--- config.mk ---
export PLATFORM = sky130hd
export DESIGN_NAME = wb_ram_port_arbiter
export DESIGN_NICKNAME = d
export VERILOG_FILES = /design/src/rtl/wb_ram_port_arbiter.sv
export SDC_FILE = /design/constraint.sdc
export NUM_CORES = 1
export LEC_CHECK = 0
export ABC_CLOCK_PERIOD_IN_PS = 5600
export CORE_MARGIN = 5
export CORE_UTILIZATION = 33
export CTS_BUF_LIST = sky130_fd_sc_hd__clkbuf_4 sky130_fd_sc_hd__clkbuf_8
export DETAILED_ROUTE_END_ITERATION = 16
export GPL_ROUTABILITY_DRIVEN = 0
export PLACE_DENSITY = 0.95
export SETUP_SLACK_MARGIN = 0.05
export SYNTH_ARGS = -nofsm -noshare
export SYNTH_HDL_FRONTEND = slang
export SYNTH_SLANG_ARGS = --single-unit
--- constraint.sdc ---
create_clock -name clk -period 5.6 [get_ports clk]
set_input_delay 0.84 -clock clk [delete_from_list [all_inputs] [get_ports clk]]
set_output_delay 0.84 -clock clk [all_outputs]
set_load 0.02 [all_outputs]
--- src/rtl/wb_ram_port_arbiter.sv ---
// wb_ram_port_arbiter
// Shares one single-port block RAM (1-cycle registered read, byte-enabled
// write) between two Wishbone slave ports. Arbitration is round-robin between
// s0 and s1. A grant stays locked for an incrementing burst, but only up to
// MAX_BURST beats, so neither master can starve the other.
//
// Ports
//   clk, reset              rising-edge clock, synchronous active-low reset
//   sN_dat_i/sel_i/addr_i   write data, byte selects, word address of port N
//   sN_cti_i/bte_i          Wishbone cycle type and burst type of port N
//   sN_stb_i/cyc_i/we_i     strobe, cycle, write enable of port N
//   sN_dat_o/ack_o          read data (zero unless acking a read), acknowledge
//   sN_err_o/rty_o          always 0
//   ram_d/addr/we/byteen    RAM-side write data, address, write enable, byte enables
//   ram_q                   RAM read data, valid one cycle after ram_addr
module wb_ram_port_arbiter #(
  parameter int Dw        = 32,
  parameter int Aw        = 10,
  parameter int SELw      = Dw / 8,
  parameter int CTIw      = 3,
  parameter int BTEw      = 2,
  parameter int MAX_BURST = 16
) (
  input  logic            clk,
  input  logic            reset,
  input  logic [Dw-1:0]   s0_dat_i,
  input  logic [SELw-1:0] s0_sel_i,
  input  logic [Aw-1:0]   s0_addr_i,
  input  logic [CTIw-1:0] s0_cti_i,
  input  logic [BTEw-1:0] s0_bte_i,
  input  logic            s0_stb_i,
  input  logic            s0_cyc_i,
  input  logic            s0_we_i,
  output logic [Dw-1:0]   s0_dat_o,
  output logic            s0_ack_o,
  output logic            s0_err_o,
  output logic            s0_rty_o,
  input  logic [Dw-1:0]   s1_dat_i,
  input  logic [SELw-1:0] s1_sel_i,
  input  logic [Aw-1:0]   s1_addr_i,
  input  logic [CTIw-1:0] s1_cti_i,
  input  logic [BTEw-1:0] s1_bte_i,
  input  logic            s1_stb_i,
  input  logic            s1_cyc_i,
  input  logic            s1_we_i,
  output logic [Dw-1:0]   s1_dat_o,
  output logic            s1_ack_o,
  output logic            s1_err_o,
  output logic            s1_rty_o,
  output logic [Dw-1:0]   ram_d,
  output logic [Aw-1:0]   ram_addr,
  output logic            ram_we,
  output logic [SELw-1:0] ram_byteen,
  input  logic [Dw-1:0]   ram_q
);

  typedef enum logic [1:0] {
    ST_IDLE = 2'd0,
    ST_WAIT = 2'd1,
    ST_XFER = 2'd2
  } state_t;

  state_t          state_q, state_d;
  logic            g_q, g_d;
  logic            last_g_q, last_g_d;
  logic [Aw-1:0]   beat_addr_q, beat_addr_d;
  logic [7:0]      beat_cnt_q, beat_cnt_d;

  logic            req0_s, req1_s, pick_s;
  logic            sg_cyc_s, sg_stb_s, sg_we_s;
  logic [Dw-1:0]   sg_dat_s;
  logic [SELw-1:0] sg_sel_s;
  logic [CTIw-1:0] sg_cti_s;
  logic [BTEw-1:0] sg_bte_s;
  logic [Aw-1:0]   nxt_addr_s;
  logic [8:0]      beat_cnt_inc_s;
  logic            ack_s, cont_s;
  logic [Dw-1:0]   rdata_s;

  // Next beat address. Linear bursts wrap the whole word space; wrap bursts
  // only advance the low 2/3/4 bits and hold the upper bits.
  function automatic logic [Aw-1:0] next_beat_addr(input logic [Aw-1:0]   a,
                                                   input logic [BTEw-1:0] bte);
    logic [Aw-1:0] inc;
    logic [Aw-1:0] mask;
    inc = a + {{(Aw-1){1'b0}}, 1'b1};
    case (bte[1:0])
      2'b01:   mask = {{(Aw-2){1'b0}}, 2'b11};
      2'b10:   mask = {{(Aw-3){1'b0}}, 3'b111};
      2'b11:   mask = {{(Aw-4){1'b0}}, 4'b1111};
      default: mask = {Aw{1'b1}};
    endcase
    return (a & ~mask) | (inc & mask);
  endfunction

  assign req0_s = s0_cyc_i & s0_stb_i;
  assign req1_s = s1_cyc_i & s1_stb_i;
  // With both requesting, the port that did not win last time gets the grant.
  assign pick_s = (req0_s & req1_s) ? ~last_g_q : req1_s;

  assign sg_cyc_s = g_q ? s1_cyc_i : s0_cyc_i;
  assign sg_stb_s = g_q ? s1_stb_i : s0_stb_i;
  assign sg_we_s  = g_q ? s1_we_i  : s0_we_i;
  assign sg_dat_s = g_q ? s1_dat_i : s0_dat_i;
  assign sg_sel_s = g_q ? s1_sel_i : s0_sel_i;
  assign sg_cti_s = g_q ? s1_cti_i : s0_cti_i;
  assign sg_bte_s = g_q ? s1_bte_i : s0_bte_i;

  assign nxt_addr_s     = next_beat_addr(beat_addr_q, sg_bte_s);
  assign beat_cnt_inc_s = {1'b0, beat_cnt_q} + 9'd1;
  assign ack_s          = (state_q == ST_XFER) & sg_cyc_s & sg_stb_s;
  assign cont_s         = ack_s & (sg_cti_s == 3'b010) & (beat_cnt_inc_s < 9'(MAX_BURST));
  assign rdata_s        = (ack_s & ~sg_we_s) ? ram_q : {Dw{1'b0}};

  // State, grant and burst bookkeeping registers.
  always_ff @(posedge clk) begin
    if (!reset) begin
      state_q     <= ST_IDLE;
      g_q         <= 1'b0;
      last_g_q    <= 1'b1;
      beat_addr_q <= {Aw{1'b0}};
      beat_cnt_q  <= 8'd0;
    end else begin
      state_q     <= state_d;
      g_q         <= g_d;
      last_g_q    <= last_g_d;
      beat_addr_q <= beat_addr_d;
      beat_cnt_q  <= beat_cnt_d;
    end
  end

  // Next-state logic: arbitrate in IDLE, address phase in WAIT, beats in XFER.
  always_comb begin
    state_d     = state_q;
    g_d         = g_q;
    last_g_d    = last_g_q;
    beat_addr_d = beat_addr_q;
    beat_cnt_d  = beat_cnt_q;
    case (state_q)
      ST_IDLE: begin
        if (req0_s | req1_s) begin
          g_d         = pick_s;
          last_g_d    = pick_s;
          beat_addr_d = pick_s ? s1_addr_i : s0_addr_i;
          beat_cnt_d  = 8'd0;
          state_d     = ST_WAIT;
        end else begin
          state_d = ST_IDLE;
        end
      end
      ST_WAIT: begin
        if (sg_cyc_s) begin
          state_d = ST_XFER;
        end else begin
          state_d = ST_IDLE;
        end
      end
      ST_XFER: begin
        if (cont_s) begin
          beat_cnt_d  = beat_cnt_inc_s[7:0];
          beat_addr_d = nxt_addr_s;
          state_d     = ST_XFER;
        end else begin
          // Classic/end-of-burst, strobe or cycle dropped, or burst cap hit:
          // release the RAM and re-arbitrate.
          state_d = ST_IDLE;
        end
      end
      default: begin
        state_d = ST_IDLE;
      end
    endcase
  end

  // RAM-side and Wishbone-side outputs, decoded from the current state.
  always_comb begin
    ram_addr   = {Aw{1'b0}};
    ram_we     = 1'b0;
    ram_d      = {Dw{1'b0}};
    ram_byteen = {SELw{1'b0}};
    case (state_q)
      ST_IDLE: begin
        ram_addr = {Aw{1'b0}};
      end
      ST_WAIT: begin
        ram_addr = beat_addr_q;
      end
      ST_XFER: begin
        // A continuing read presents the next address now so that its data
        // lands in the next cycle and acks stay back-to-back.
        if (cont_s && !sg_we_s) begin
          ram_addr = nxt_addr_s;
        end else begin
          ram_addr = beat_addr_q;
        end
        if (ack_s && sg_we_s) begin
          ram_we     = 1'b1;
          ram_d      = sg_dat_s;
          ram_byteen = sg_sel_s;
        end else begin
          ram_we     = 1'b0;
          ram_d      = {Dw{1'b0}};
          ram_byteen = {SELw{1'b0}};
        end
      end
      default: begin
        ram_addr = {Aw{1'b0}};
      end
    endcase
    s0_ack_o = ack_s & ~g_q;
    s1_ack_o = ack_s & g_q;
    s0_dat_o = g_q ? {Dw{1'b0}} : rdata_s;
    s1_dat_o = g_q ? rdata_s : {Dw{1'b0}};
    s0_err_o = 1'b0;
    s0_rty_o = 1'b0;
    s1_err_o = 1'b0;
    s1_rty_o = 1'b0;
  end

endmodule

==> Word-level counts from Yosys, hierarchy flattened <==
Index checks and enable logic that the tools add are counted.
W data, S select, Z words.
{ "totals": {"register_bits": 22, "latchBits": 0, "ramBits": 0, "rom_bits": 0, "out_inout_bits": 117, "n_memories": 0} }
{ "op_classes": {"addsub": 2, "mul": 0, "div_mod_pow": 0, "magnitude_cmp": 1, "eq_ne": 8, "n_shift": 0, "mux": 31, "bitwise_logic": 18, "n_reduce_logical": 7} }
{ "ops": {"columns": ["operator", "count"], "rows": [
  ["$mux W32", 6],
  ["$mux W10", 4],
  ["$pmux W10 S2", 2],
  ["$pmux W10 S3", 1],
  ["$and A10 B10 Y10", 2],
  ["$mux W8", 2],
  ["$pmux W8 S2", 1],
  ["$mux W4", 3],
  ["$add A10 B1 Y10 const B", 1],
  ["$and A1 B1 Y1", 10],
  ["$not A10 Y10", 1],
  ["$or A10 B10 Y10", 1],
  ["$add A8 B1 Y9 const B", 1],
  ["$lt A9 B5 Y1 const B", 1],
  ["$mux W1", 7],
  ["$eq A2 B2 Y1 const B", 3],
  ["$mux W2", 3],
  ["$pmux W2 S3", 1],
  ["$eq A2 B1 Y1 const B", 2],
  ["$ne A2 B2 Y1 const B", 2],
  ["$eq A3 B2 Y1 const B", 1],
  ["$mux W3", 1],
  ["$not A1 Y1", 3],
  ["$reduce_and A3 Y1", 1],
  ["6 further kinds", 7]
]} }

==> Depth between registers and ports, before layout <==
Gate-level depths: netlist (run 1).
{ "depth": {"depth_word": 8, "depth_mapped": 11, "mapped_depth_nobuf": 8} }

==> Worst setup path before layout (run 1) <==
No wires, ideal clock.
{ "synth_timing": {"path_type": "flip-flop to output port", "startpoint": "register g_q", "endpoint": "output port ram_addr[8]", "arrival_ps": 2903, "required_ps": 4760, "setup_slack_ps": 1857, "path_stages_with_launch": 12, "n_path_buf": 3, "path_cell_list": "dfxtp_1 buf_4 clkbuf_1 clkbuf_1 mux2i_1 ha_1 and4_1 and3_1 nand3_1 or2_2 a21oi_1 a21o_2"} }
{ "synth_via": {"elab_chain_cells": 8, "elab_cells_between_ends": 22, "cone_classes": "eq/ne (4); mux (8); bitwise (8); reduce/logical (2)"} }
{ "synth_rtl": {"columns": ["item", "line", "text"], "rows": [
  ["from (decl)", "64", "logic g_q, g_d;"],
  ["from (signal assigned)", "125", "g_q <= g_d;"],
  ["$mux W2 / $mux W1 (equally long branches)", "107, 101", null],
  ["$eq A2 B2 Y1 (tied with other cells)", "87", "case (bte[1:0])"],
  ["$pmux W10 S3 / $and A1 B1 Y1 (equally long branches)", "87, 111", null],
  ["$not A10 Y10 / $and A1 B1 Y1 (equally long branches)", "93, 112", null],
  ["$and A10 B10 Y10 / $and A1 B1 Y1 (equally long branches)", "93, 112", null],
  ["$or A10 B10 Y10 / $logic_and A1 B1 Y1 (equally long branches)", "93, 191", null],
  ["$mux W10 *", "191", "if (cont_s && !sg_we_s) begin"],
  ["$pmux W10 S2 *", "181", "case (state_q)"],
  ["to (decl)", "51", "output logic [Aw-1:0] ram_addr,"]
]} }
Every way passes the cells marked *; elsewhere a longest branch is shown, timed or not.

==> Worst setup path after layout (run 1) <==
{ "layout_timing": {"startpoint": "input port s1_cyc_i", "endpoint": "output port ram_addr[5]"} }
{ "layout_via": {"elab_chain_cells": 8} }
{ "layout_rtl": {"columns": ["item", "line", "text"], "rows": [
  ["from (decl)", "44", "input logic s1_cyc_i,"],
  ["$mux W1", "101", "assign sg_cyc_s = g_q ? s1_cyc_i : s0_cyc_i;"],
  ["$and A1 B1 Y1 (2 in a row)", "111", "assign ack_s = (state_q == ST_XFER) & sg_cyc_s & sg_stb_s;"],
  ["$and A1 B1 Y1 (2 in a row)", "112", "assign cont_s = ack_s & (sg_cti_s == 3'b010) & (beat_cnt_inc_s < 9'(MAX_BURST));"],
  ["$logic_and A1 B1 Y1", "191", null],
  ["$mux W10", "191", null],
  ["$pmux W10 S2", "181", null]
]} }
Every way passes these cells.

==> parameters.txt, run 1 <==
Parameter                              Value

Clock tree
  Setup fix buffers added after clock tree synthesis ... 0
  Clock tree from TritonCTS ... yes
  H-tree Lvls ... 1
  Clock Path Buffers ... 2
  Number of sinks driven by the clock tree ... 22
  CTS hold repair buffers ... 0
  Buffer cell driving the clock tree root ... sky130_fd_sc_hd__clkbuf_8
  Clock latency on the worst-skew pair ... 270 ps
  Resized Gates After CTS ... 0
  Cts bufs inserted ... 3
  Clock-pin slew on the worst setup and hold paths ... roughly 80 ps

Timing
  Pins Over Slew Limit ... 0
  Slew of the pin with the lowest slew margin ... 725.4 ps
  Hold Fails Final Rpt ... 0
  Total negative slack for setup checks ... 0 ps
  Period Utilization, post-route ... 84.07%
  Fin Clk Skew ... approximately 0.8 ps
  Highest attainable clock frequency ... 0.2124 GHz
  RSZ-0062 raised after global routing ... false
  Final critical delay including setup and external delays ... 4708 ps
  Slack of the critical path ... 892.2 ps
  Normalized max-slew margin ... 51.50%
  Final worst hold slack ... 489.8 ps
  Number of endpoints failing setup at the final stage ... 0

Power
  Areal power density over the cells ... 101.3 mW/mm^2
  Net switching fraction of the power ... 27.60%
  Part of the total power dissipated in combinational logic ... 38.3%
  Sequential cell fraction of total power ... 33.4%
  Reported leakage power ... 1.970 nW
  Cell internal pwr ... roughly 0.39 mW
  Net switching component of the power ... 0.1494 mW
  Clock power share ... between 20 and 30%
  VDD IR max ... between 100 and 150 uV

GRT
  Vias in the first global route ... 3686
  Remaining Overflow, GRT ... 0
  Number of antenna violations at the first check in global routing ... 0
  Total global routing track utilization ... 25.05%
  Global-route wire length before repair ... approximately 20 mm
  Pin count of the biggest net entering global routing ... 38

Cells and area
  Share of post-route cells with drive strength above 1 ... 4.181%
  Layout-stage area growth over the synthesis result ... 100.9%
  Ant diodes ... 0
  Count of nets after finishing ... about 750
  Multi-input logic area ... roughly 0.0021 mm^2
  Number of cells in the finished layout apart from fillers ... 700
  Storage cell area ... around 440 um^2
  Number of fill cells in the layout ... approximately 630
  Final core utilization ... 68.45%

Synth
  Share of synthesized flip-flops with an asynchronous set or reset ... 0%
  Number of standard cells after synthesis ... 358
  Cell Area, Synth ... 0.002660 mm^2
  Seq/Total Area, Yosys ... 16.56%
  Top flip-flop cell by instance count after synthesis ... sky130_fd_sc_hd__dfxtp_1
  Post-synth EDFFs ... 0
  Count of distinct cell types in the synthesized netlist ... 55
  Mean post-synth cell area ... about 7.4 um^2
  Yosys synthesis warning count ... 0
  Total of flip-flops plus latches after synthesis ... 22

Floorplan
  Core area ... 0.007807 mm^2
  Initial Utilization ... 34.07%
  Number of placement rows ... 32
  Die Area ... 0.009956 mm^2
  Top-level port count ... between 200 and 300
  Horiz. Die Dim ... 99.78 um
  Height of the die ... 99.78 um

Detailed routing
  Routed WL ... 13.43 mm
  Drt first-iter violations ... roughly 150
  Number of routed nets with antenna violations ... 0
  DR WL/cell ... 19.19 um
  Detailed-route vias per instance ... 5.174
  Count of TritonRoute iterations in the first routing pass ... 4
  Via total after detailed routing ... between 3000 and 4000
  Total DRC errors in the routed layout ... 0

Critical path
  Arrival @ worst endpoint ... about 3900 ps
  Worst EP required ... 4760 ps
  Critical Path End Type ... output pin
  Startpoint type of the worst setup path ... input port
  Crit Path Category ... input port to output pin
  Crit-path max FO ... 7

Place
  IO Port Bufs ... 254
  Placed Cells ... 696
  Minimum setup slack after placement ... between 900 and 1000 ps
  Post-DP HPWL ... 11.45 mm

Min path
  Hold crit path type ... flip-flop to flip-flop

Flow run
  Max-capacitance violation count ... 0

Outcome
  Outcome ... finished, final reports clean
## metal layers
| metal | GRT usage, % | share of wire (%) | vias up |
|---|---|---|---|
| met5 | 0 | 0 | - |
| met4 | 7.563 | 2.6 | 0 |
| met3 | 6.046 | 8.7 | 22 |
| met2 | 47.87 | 53 | 210 |
| met1 | 26.92 | 36 | 1658 |
| li1 | - | - | 1732 |
## logic make-up (layout without fill, tap and decap cells)
kind of cell	after synthesis	in the layout	synth area share [%]
buffers and inverters	32	269	5.268
xor gates and xnor gates	6	6	1.976
and+or+nand+nor	179	179	36.50
DFF	22	22	16.56
adders and majority gates	8	8	3.763
AOI/OAI and AO/OA	58	58	16.04
muxes	52	52	19.76
other	1	4	0.1410
## path summary, 6_finish.rpt
check	to	start	cells after the start	slack, ps
setup / recovery	ram_addr[5]	s1_cyc_i	7	890
hold / removal	last_g_q$_SDFFE_PN1P_	last_g_q$_SDFFE_PN1P_	2	490
setup reg to reg	beat_addr_q[2]$_SDFFE_PN0P_	state_q[0]$_SDFF_PN0_	8	2660
hold reg to reg	last_g_q$_SDFFE_PN1P_	last_g_q$_SDFFE_PN1P_	2	490
## power groups by stage
stage | combinational [mW] | sequential, mW | clock, mW
global placement | 0.201 | 0.183 | 0
global route | 0.224 | 0.183 | 0.160
CTS | 0.208 | 0.180 | 0.155
detailed placement | 0.207 | 0.184 | 0
floorplan | 0.0877 | 0.177 | 0
finish | 0.208 | 0.181 | 0.153
## cells in the mapped netlist (all sizes together), types with 2 or more instances
master / n / area [um^2]
o2111ai: 2 / 17.52
o211ai: 5 / 37.54
a211oi: 2 / 20.02
or3: 4 / 25.02
nand2: 21 / 78.83
xnor2: 6 / 52.55
nor2: 44 / 165.2
nand3: 14 / 70.07
and3: 6 / 42.54
ha: 8 / 100.1
dfxtp: 22 / 440.4
a32o: 3 / 30.03
o2bb2ai: 3 / 26.28
o31ai: 4 / 43.79
buf: 7 / 46.29
nor3: 6 / 30.03
and2: 66 / 415.4
or2: 2 / 12.51
and4: 3 / 26.28
clkbuf: 18 / 67.56
mux2: 4 / 45.04
o21a: 4 / 30.03
mux2i: 48 / 480.5
nand4: 4 / 25.02
inv: 7 / 26.28
o21ai: 14 / 70.06
a22o: 3 / 27.53
a21oi: 9 / 45.04
## metrics by stage
step,cell area [um^2],power (mW)
final,5344,0.5414
after global placement,5273,0.3841
after CTS,5344,0.5426
after global routing,5344,0.5665
after floorplan,2671,0.2642
after detailed placement,5273,0.3904
## critical path, stage by stage
cell and delay, ps:
sky130_fd_sc_hd__clkdlybuf4s50_1 540, sky130_fd_sc_hd__and4_1 270, sky130_fd_sc_hd__nor2_1 130, sky130_fd_sc_hd__a2111oi_0 510, sky130_fd_sc_hd__or4b_1 650, sky130_fd_sc_hd__o31ai_1 290, sky130_fd_sc_hd__clkdlybuf4s50_1 640
## placed cells by master (no fill, tap or decap), types with 2 or more instances in the layout
master	count
sky130_fd_sc_hd__or2_2	2
sky130_fd_sc_hd__clkbuf_8	3
sky130_fd_sc_hd__nand3_1	14
sky130_fd_sc_hd__o211ai_1	5
sky130_fd_sc_hd__a32o_1	3
sky130_fd_sc_hd__nor3_1	5
sky130_fd_sc_hd__a21oi_1	9
sky130_fd_sc_hd__nor2_1	44
sky130_fd_sc_hd__o2111ai_1	2
sky130_fd_sc_hd__o21ai_0	13
sky130_fd_sc_hd__o31ai_1	3
sky130_fd_sc_hd__and3_1	5
sky130_fd_sc_hd__dfxtp_1	21
sky130_fd_sc_hd__nand4_1	4
sky130_fd_sc_hd__mux2i_1	48
sky130_fd_sc_hd__inv_1	7
sky130_fd_sc_hd__clkdlybuf4s50_1	254
sky130_fd_sc_hd__mux2_2	4
sky130_fd_sc_hd__or3_1	4
sky130_fd_sc_hd__buf_4	4
sky130_fd_sc_hd__o21a_1	4
sky130_fd_sc_hd__and4_1	3
sky130_fd_sc_hd__xnor2_1	6
sky130_fd_sc_hd__ha_1	8
sky130_fd_sc_hd__conb_1	4
sky130_fd_sc_hd__nand2_1	21
sky130_fd_sc_hd__and2_1	65
sky130_fd_sc_hd__o2bb2ai_1	3
sky130_fd_sc_hd__a22o_1	2
## final cells by class
cell class	count	area share (%)
Clock buffer	3	0.7727
Clock inverter	1	0.5619
Inverter	7	0.4917
Multi-Input combinational cell	307	39.38
Sequential cell	22	8.265
Tap cell	102	2.388
Timing Repair Buffer	258	48.14
## state kept, by name (all words and copies together), names as in the netlist
name	flops
beat_addr_q	10
beat_cnt_q	8
state_q	2
g_q	1
last_g_q	1
Note: power is estimated with default switching activity, not from simulation.
==> run 2, diff against run 1 <==
ABC_CLOCK_PERIOD_IN_PS = 4130   (was 5600)
CORE_UTILIZATION = 28   (was 33)
PLACE_DENSITY = 0.9   (was 0.95)
clock period = 4.13 ns   (was 5.6 ns; I/O delays follow)
==> run 2 against run 1 <==
- clock power fell by 13%
- hold slack gained 13 ps
- die area grew 16%
- critical endpoint is now ram_addr[0]
- non-clock buffer count rose by 13
==> parameters.txt, run 2 (synthesis results as in run 1) <==
Parameter                              Value

Place
  IO Port Bufs ... 254
  Placed Cells ... 736
  Post-DP HPWL ... ~11 mm

Critical path
  Flop-to-flop setup slack ... between 1000 and 1500 ps
  Master of the slowest instance on the critical path ... sky130_fd_sc_hd__clkdlybuf4s50_1
  Worst EP required ... 3510 ps
  Startpoint type of the worst setup path ... input port
  Critical Path End Type ... output pin
  Cell chain of the critical path ... clkdlybuf4s50_1 -> and4b_1 -> nor2_1 -> a2111oi_0 -> buf_4 -> or2b_1 -> o21a_1 -> o311a_1 -> clkdlybuf4s50_1
  Max stage delay on crit path ... 550 ps
  Crit-path max FO ... 5
  Crit Path Category ... input port to output pin
  Most common cell type on the critical path ... sky130_fd_sc_hd__clkdlybuf4s50_1
  Arrival @ worst endpoint ... 3330 ps

Clock tree
  Cts bufs inserted ... 3
  Clock Path Buffers ... 2
  Clock tree from TritonCTS ... yes
  Buffer cell driving the clock tree root ... sky130_fd_sc_hd__clkbuf_8
  H-tree Lvls ... 1
  Clock-pin slew on the worst setup and hold paths ... ~70 ps
  Clock latency on the worst-skew pair ... ~260 ps
  Number of sinks driven by the clock tree ... 22
  Setup fix buffers added after clock tree synthesis ... 0

GRT
  Total global routing track utilization ... 20.70%
  Pin count of the biggest net entering global routing ... 34
  Number of antenna violations at the first check in global routing ... 0
  Vias in the first global route ... 3720
  Remaining Overflow, GRT ... 0
  Global-route wire length before repair ... 19.12 mm

Detailed routing
  Total DRC errors in the routed layout ... 0
  DR WL/cell ... 17.47 um
  Via total after detailed routing ... around 3700
  Number of routed nets with antenna violations ... 0
  Routed WL ... 12.91 mm
  Drt first-iter violations ... approximately 260
  Detailed-route vias per instance ... 4.963
  Count of TritonRoute iterations in the first routing pass ... 5

Cells and area
  Largest Register ... beat_addr_q
  Number of cells in the finished layout apart from fillers ... around 740
  Count of nets after finishing ... between 700 and 800
  Flip-flop count of the largest register after layout ... 10
  Leading cell type in the layout, fill and taps excluded ... sky130_fd_sc_hd__clkdlybuf4s50_1
  Biggest regs ... beat_addr_q x10, beat_cnt_q x8, state_q x2
  Most used cells in the layout excluding fill and tap cells ... sky130_fd_sc_hd__clkdlybuf4s50_1 (245), sky130_fd_sc_hd__and2_1 (65), sky130_fd_sc_hd__mux2i_1 (48), sky130_fd_sc_hd__nor2_1 (44)
  Layout-stage area growth over the synthesis result ... 104.7%
  Share of post-route cells with drive strength above 1 ... 6.230%
  Ant diodes ... 0

Floorplan
  Top-level port count ... 259
  Height of the die ... 107.5 um
  Horiz. Die Dim ... roughly 110 um
  Number of placement rows ... 35
  Die Area ... 0.01155 mm^2
  Initial Utilization ... between 20 and 30%
  Core area ... 0.009240 mm^2

Timing
  Pins Over Slew Limit ... 0
  Hold Fails Final Rpt ... 0
  Normalized max-slew margin ... 52.89%
  RSZ-0062 raised after global routing ... false
  Number of endpoints failing setup at the final stage ... 0
  Highest attainable clock frequency ... 0.2533 GHz
  Period Utilization, post-route ... 95.61%
  Final critical delay including setup and external delays ... 3949 ps
  Fin Clk Skew ... slightly below 9 ps
  Slew of the pin with the lowest slew margin ... 704.7 ps

Min path
  Hold crit path type ... flip-flop to flip-flop

Power
  Reported leakage power ... approximately 2.1 nW
  Areal power density over the cells ... 121.6 mW/mm^2
  Total power ... 0.6622 mW
  VDD IR max ... between 100 and 150 uV

Flow run
  Max-capacitance violation count ... 0

Outcome
  Outcome ... finished, final reports clean
==> run 2: worst paths after layout <==
kind              depth (start not counted)                          end                  startpoint
setup / recovery                          9                  ram_addr[0]                    s0_cyc_i
setup reg to reg                          9  beat_addr_q[5]$_SDFFE_PN0P_  beat_cnt_q[0]$_SDFFE_PN0P_
hold / removal                            2        last_g_q$_SDFFE_PN1P_       last_g_q$_SDFFE_PN1P_
hold reg to reg                           2        last_g_q$_SDFFE_PN1P_       last_g_q$_SDFFE_PN1P_
==> run 2: cell type report <==
cell class | count | area (um^2)
Fill cell | 805 | 3795
Timing Repair Buffer | 271 | 2666
Multi-Input combinational cell | 307 | 2108
Sequential cell | 22 | 441.7
Tap cell | 129 | 161.4
Clock buffer | 3 | 41.29
Inverter | 7 | 26.28
==> run 2: routing by layer <==
| metal | up-vias | GRT usage [%] | share of wire (%) |
|---|---|---|---|
| li1 | 1764 | - | - |
| met1 | 1679 | 22.46 | 35 |
| met2 | 205 | 39.99 | 53 |
| met3 | 20 | 5.399 | 9.8 |
| met4 | 0 | 4.328 | 1.8 |
| met5 | - | 0 | 0 |
==> run 2: report_power, final <==
part	internal, mW	switching [mW]	leakage (nW)
Clock	0.0651	0.0683	0.0216
Combinational	0.180	0.103	1.89
Sequential	0.225	0.0210	0.180
Total	0.470	0.192	2.09
==> run 2: what timing repair did <==
action	in CTS	in global routing
hold buffers	0	0
cloned	0	0
endpoints found under the setup margin	7	2
gates resized for setup	8	2
==> run 2: worst max-delay path, delay by kind of cell <==
kind,cells,cell delay [ps]
AOI/OAI and AO/OA,3,920
buffers and inverters,3,1220
and+or+nand+nor,3,590
==> run 2: per-stage QoR <==
| step | instance area (um^2) | utilization [%] | hold slack (ps) | worst slack (ps) | TNS, ps |
|---|---|---|---|---|---|
| 5_1_grt | 5445 | 58.93 | 532.7 | 90.76 | 0 |
| 3_3_place_gp | 5404 | 58.48 | 457.7 | 58.18 | 0 |
| 6_report | 5445 | 58.93 | 502.9 | 181.4 | 0 |
| 2_1_floorplan | 2671 | - | 440.8 | 607.3 | 0 |
| 3_5_place_dp | 5404 | 58.48 | 489.1 | -63.84 | -144.0 |
| 4_1_cts | 5440 | 58.88 | 502.3 | 53.72 | 0 |
==> run 3, diff against run 2 <==
SKIP_LAST_GASP = 1   (was unset)
==> results of run 3 <==
Same layout as run 2: the final DEF is identical, and so are final timing and power.
